### src/rtl/delayed_branch_ctrl.sv
// Delayed-branch sequencer: queues up to two delayed-branch records per bundle,
// ages them with the pipeline and resolves the head against N/V/Z at stage 3.
module delayed_branch_ctrl #(
    parameter int DEPTH       = 4,
    parameter int RESOLVE_AGE = 2
) (
    input  logic       clk,
    input  logic       rst,
    input  logic       advance,
    input  logic       p0_push,
    input  logic [7:0] p0_dest,
    input  logic [2:0] p0_cond,
    input  logic       p1_push,
    input  logic [7:0] p1_dest,
    input  logic [2:0] p1_cond,
    input  logic       N,
    input  logic       V,
    input  logic       Z,
    input  logic       flags_valid,
    output logic       redirect_valid,
    output logic [8:0] redirect_pc,
    output logic       redirect_odd,
    output logic       flush,
    output logic       stall_req,
    output logic       overflow
);
    localparam int PW = $clog2(DEPTH);
    localparam logic [1:0] AGE_MAX = 2'(RESOLVE_AGE);

    localparam logic [2:0] COND_NV = 3'd0;
    localparam logic [2:0] COND_AL = 3'd1;
    localparam logic [2:0] COND_EQ = 3'd2;
    localparam logic [2:0] COND_NE = 3'd3;
    localparam logic [2:0] COND_LT = 3'd4;
    localparam logic [2:0] COND_LE = 3'd5;
    localparam logic [2:0] COND_GT = 3'd6;
    localparam logic [2:0] COND_GE = 3'd7;

    logic [7:0]    q_dest [DEPTH];
    logic [2:0]    q_cond [DEPTH];
    logic [1:0]    q_age  [DEPTH];
    logic [PW:0]   wr_ptr, rd_ptr, count, space, n_ripe;
    logic [PW-1:0] head, wa0, wa1;
    logic [DEPTH-1:0] slot_valid;
    logic          head_ready, resolve, cond_true, taken, lt_f;
    logic          v0, v1, w0, w1, drop;

    assign count      = wr_ptr - rd_ptr;
    assign head       = rd_ptr[PW-1:0];
    assign head_ready = (count != '0) && (q_age[head] == AGE_MAX);
    assign resolve    = head_ready & flags_valid;
    assign lt_f       = N ^ V;
    assign taken      = resolve & cond_true;

    always_comb begin
        cond_true = 1'b0;
        case (q_cond[head])
            COND_AL: cond_true = 1'b1;
            COND_EQ: cond_true = Z;
            COND_NE: cond_true = ~Z;
            COND_LT: cond_true = lt_f;
            COND_LE: cond_true = lt_f | Z;
            COND_GT: cond_true = ~Z & ~lt_f;
            COND_GE: cond_true = ~lt_f;
            default: cond_true = 1'b0;
        endcase
    end

    // A physical slot is live when its distance from the head is below the count.
    always_comb begin
        logic [PW-1:0] off;
        slot_valid = '0;
        n_ripe     = '0;
        for (int unsigned i = 0; i < DEPTH; i++) begin
            off           = PW'(i) - head;
            slot_valid[i] = ({1'b0, off} < count);
            if (slot_valid[i] && q_age[i] == AGE_MAX)
                n_ripe = n_ripe + (PW+1)'(1);
        end
    end

    assign stall_req = (head_ready & ~flags_valid) | (n_ripe >= (PW+1)'(2));

    // Room is judged after this edge's pop; p0 wins when only one slot is free.
    assign v0    = advance & p0_push & (p0_cond != COND_NV);
    assign v1    = advance & p1_push & (p1_cond != COND_NV);
    assign space = (PW+1)'(DEPTH) - count + (PW+1)'(resolve);
    assign w0    = v0 & ~taken & (space >= (PW+1)'(1));
    assign w1    = v1 & ~taken & (v0 ? (space >= (PW+1)'(2)) : (space >= (PW+1)'(1)));
    assign drop  = ~taken & ((v0 & ~w0) | (v1 & ~w1));
    assign wa0   = wr_ptr[PW-1:0];
    assign wa1   = wr_ptr[PW-1:0] + PW'(w0);

    always_ff @(posedge clk or negedge rst) begin
        if (!rst) begin
            wr_ptr         <= '0;
            rd_ptr         <= '0;
            overflow       <= 1'b0;
            redirect_valid <= 1'b0;
            redirect_pc    <= '0;
            redirect_odd   <= 1'b0;
            flush          <= 1'b0;
            for (int unsigned i = 0; i < DEPTH; i++) begin
                q_dest[i] <= '0;
                q_cond[i] <= '0;
                q_age[i]  <= '0;
            end
        end else begin
            if (advance) begin
                for (int unsigned i = 0; i < DEPTH; i++)
                    if (slot_valid[i] && q_age[i] != AGE_MAX)
                        q_age[i] <= q_age[i] + 2'd1;
            end
            if (w0) begin
                q_dest[wa0] <= p0_dest;
                q_cond[wa0] <= p0_cond;
                q_age[wa0]  <= '0;
            end
            if (w1) begin
                q_dest[wa1] <= p1_dest;
                q_cond[wa1] <= p1_cond;
                q_age[wa1]  <= '0;
            end
            if (taken)
                rd_ptr <= wr_ptr;
            else
                rd_ptr <= rd_ptr + (PW+1)'(resolve);
            wr_ptr <= wr_ptr + (PW+1)'(w0) + (PW+1)'(w1);
            if (drop)
                overflow <= 1'b1;
            redirect_valid <= taken;
            flush          <= taken;
            redirect_pc    <= taken ? {1'b0, q_dest[head]} : '0;
            redirect_odd   <= taken & q_dest[head][0];
        end
    end
endmodule

### config.mk
export PLATFORM = sky130hd
export DESIGN_NAME = delayed_branch_ctrl
export DESIGN_NICKNAME = d
export VERILOG_FILES = /design/src/rtl/delayed_branch_ctrl.sv
export SDC_FILE = /design/constraint.sdc
export NUM_CORES = 1
export LEC_CHECK = 0
export ABC_AREA = 1
export CORE_MARGIN = 3
export CORE_UTILIZATION = 70
export DETAILED_ROUTE_END_ITERATION = 7
export DONT_BUFFER_PORTS = 1
export PLACE_DENSITY_LB_ADDON = 0.12
export SYNTH_ARGS = -nofsm -noshare
export SYNTH_HDL_FRONTEND = slang
export SYNTH_SLANG_ARGS = --single-unit
### constraint.sdc
create_clock -name clk -period 6.21 [get_ports clk]
set_input_delay 0.621 -clock clk [delete_from_list [all_inputs] [get_ports clk]]
set_output_delay 0.621 -clock clk [all_outputs]
set_load 0.005 [all_outputs]
==> flow_summary.json <==
{
  "start_util": 0.729,
  "grt.overflow.total": 0,
  "post_synth_inst_count": 735,
  "die_area_mm2": 0.00821,
  "finish.net_count": 763,
  "rsz_0062_raised_after_global_routing": "no",
  "syn2layout_area_growth_pct": 2.20,
  "total_global_routing_track_utilization": 0.313,
  "critical_path_class": "reg -> reg",
  "synth_seq_cells": 68,
  "main_combinational_cell_family_by_area_after_synthesis": "simple AND/OR/NAND/NOR gates",
  "timing.slew.headroom": 0.394,
  "worst_setup_path_start_kind": "register",
  "synthesis.yosys.warnings": 0,
  "cts_sinks": 68,
  "crit_top_cell": "inv_1",
  "synth_area_in_simple_gates": 0.355,
  "worst_setup_path_end_kind": "register",
  "vdd_ir_drop_max_mv": 0.318,
  "finalSetupViolations": 0,
  "dominantRegCellSynth": "dfrtp_1",
  "multi_input_gate_area_mm2": 0.00262,
  "ys_async_sr_fraction": 1.00,
  "mappedNetlistArea_mm2": 0.00501,
  "chipWidth_um": 90.6,
  "synth-edff-count": 0,
  "clk_tree_root_cell": "clkbuf_8",
  "fillCellCount": 565,
  "pwr_density_cell_mw_per_mm2": 593,
  "cap_violations": 0,
  "layout-drive-gt1-share": 0.0559,
  "layout_min_cycle_time_ps": 5210,
  "post_synth_num_cell_types": 35,
  "design_power_total_mw": 3.04,
  "max_freq_mhz": 192,
  "critical_path.max_fanout": 50,
  "layout.area.seq_mm2": 0.00170,
  "drc_errors": 0,
  "worstMarginPinSlew_ps": 897,
  "rows": 30,
  "finalHoldViolCount": 0,
  "cts_made_buffers": 9,
  "wirelength_mm": 12.6,
  "syn-num-nets": 787,
  "antenna_cells": 0,
  "htree_levels": 3,
  "post-route-period-util": 0.840,
  "vias_per_cell": 5.82,
  "fp.coreArea_mm2": 0.00687,
  "critPathRequiredTime_ps": 6450,
  "clock_latency_ps": 350,
  "design.portCount": 45,
  "cts.clk_slew.worst_paths_ps": 80,
  "grt_start_max_net_pins": 69,
  "ctsResizeCount": 0,
  "stage_delay_of_the_slowest_cell_on_the_critical_path_ps": 450,
  "place.gp.congestion": 0.872,
  "p_leak_nw": 2.86,
  "timing.critical_path.arrival_ps": 5460,
  "muxShareOfSynthArea": 0,
  "timing.hold.worst.class": "in -> async",
  "setup_total_negative_slack_ps": 0,
  "tritoncts": "built",
  "worst_path_max_delay_cell": "dfrtp_1",
  "synth.avg_cell_area_um2": 6.81,
  "first_global_vias": 4355,
  "grt_first_pass_wirelength_mm": 20.7,
  "buffer_ports.inserted": 0,
  "first_pass_iters": 5,
  "antenna_found_initial": 0,
  "cts-root-to-sink-buffers": 2,
  "finalClockSkew_ps": 9.00,
  "xor_xnor_fraction_of_synth_area": 0.0175,
  "route.vias.total": 4728,
  "avgRoutedWirePerCell_um": 15.6,
  "dp.final_hpwl_mm": 8.26,
  "final_number_of_max_transition_violations": 0,
  "synth-compound-area-share": 0.0937,
  "synth_adder_area_share": 0.0555,
  "status": "completed",
  "postRouteAntennaNets": 0,
  "die_height_um": 90.6,
  "detailedRoute.firstIterationViolations": 547,
  "seq_area_frac_synth": 0.340
}
logic make-up after synthesis:
group,after synthesis
simple gates,397
buf+inv,154
compound gates,84
flops,68
fa+ha+maj,21
xor+xnor,10
other cells,1
final cells by class:
class                      count  share of cell area
multi-input combinational    513               0.511
sequential                    68               0.332
inverter                     116              0.0851
clock buffer                  10              0.0269
tap                           96              0.0235
clock inverter                 6              0.0125
timing repair buffer           3             0.00831
worst paths after layout:
kind                       startpoint         end  slack, ps  cells after the start
setup / recovery            wr_ptr[0]   q_cond[9]       1000                     29
hold / removal                    rst   rd_ptr[0]        160                      1
setup reg to reg            wr_ptr[0]   q_cond[9]       1000                     29
hold reg to reg              overflow    overflow        500                      1
max in group asynchronous         rst  q_dest[28]       5790                      1
min in group clk             overflow    overflow        500                      1
critical path, delay by kind of cell, from the launching register on:
kind | cells | cell delay [ps]
xor gates and xnor gates | 1 | 240
adders and majority gates | 5 | 1200
and+or+nand+nor | 14 | 2030
buffers and inverters | 9 | 1110
DFF | 1 | 450
where the power goes:
part | switching, mW | leakage, nW | internal, mW
clock | 0.177 | 0.0983 | 0.195
combinational | 1.22 | 1.90 | 0.619
sequential | 0.181 | 0.853 | 0.647
per-stage QoR:
step / std cells / hold slack, ps / setup WS (ps) / util / area [um2]
6_report: 812 / 157 / 995 / 0.745 / 5120
5_1_grt: 812 / 168 / 664 / 0.745 / 5120
4_1_cts: 812 / 162 / 1120 / 0.745 / 5120
3_5_place_dp: 795 / 327 / 1150 / 0.712 / 4890
3_3_place_gp: 795 / 327 / 1300 / 0.712 / 4890
2_1_floorplan: 735 / 325 / 2120 / - / 5010
flip-flops by register name, summed over array words and instances, names as in the netlist:
signal / count
q_dest: 32
q_cond: 12
redirect_odd: 1
overflow: 1
redirect_pc: 7
flush: 1
rd_ptr: 3
wr_ptr: 3
q_age: 8
cell usage in the layout (no fill, tap or decap), drive strengths merged, types with 4 or more instances in the layout:
| cell | Yosys | final |
|---|---|---|
| nor2 | 31 | 31 |
| o21ai | 60 | 60 |
| a22oi | 8 | 8 |
| ha | 19 | 19 |
| dfrtp | 68 | 68 |
| nand3 | 99 | 99 |
| nand2 | 260 | 260 |
| a31oi | 9 | 9 |
| xor2 | 7 | 7 |
| clkbuf | 8 | 10 |
| inv | 116 | 116 |
| nand3b | 4 | 4 |
per-layer routing:
metal  track usage  up-vias  routed length [um]
li1              -     2248                   -
met4         0.116        0                 216
met3        0.0625       27                1300
met2         0.484      263                5910
met5             0        -                   0
met1         0.435     2190                5220
Yosys cell counts, drive strengths merged (7+ instances only):
cell | count | area [um2]
a22oi | 8 | 60.1
a31oi | 9 | 56.3
buf | 30 | 224
clkbuf | 8 | 30.0
dfrtp | 68 | 1700
ha | 19 | 238
inv | 116 | 435
nand2 | 260 | 1010
nand3 | 99 | 558
nor2 | 31 | 158
o21ai | 60 | 300
xor2 | 7 | 61.3
timing repair:
action / 4_1_cts / 5_1_grt
endpoints found under the hold margin: 68 / 0
buffers inserted: 0 / 0
hold buffers: 1 / 0
No activity file was read; power rests on OpenSTA's default activity.
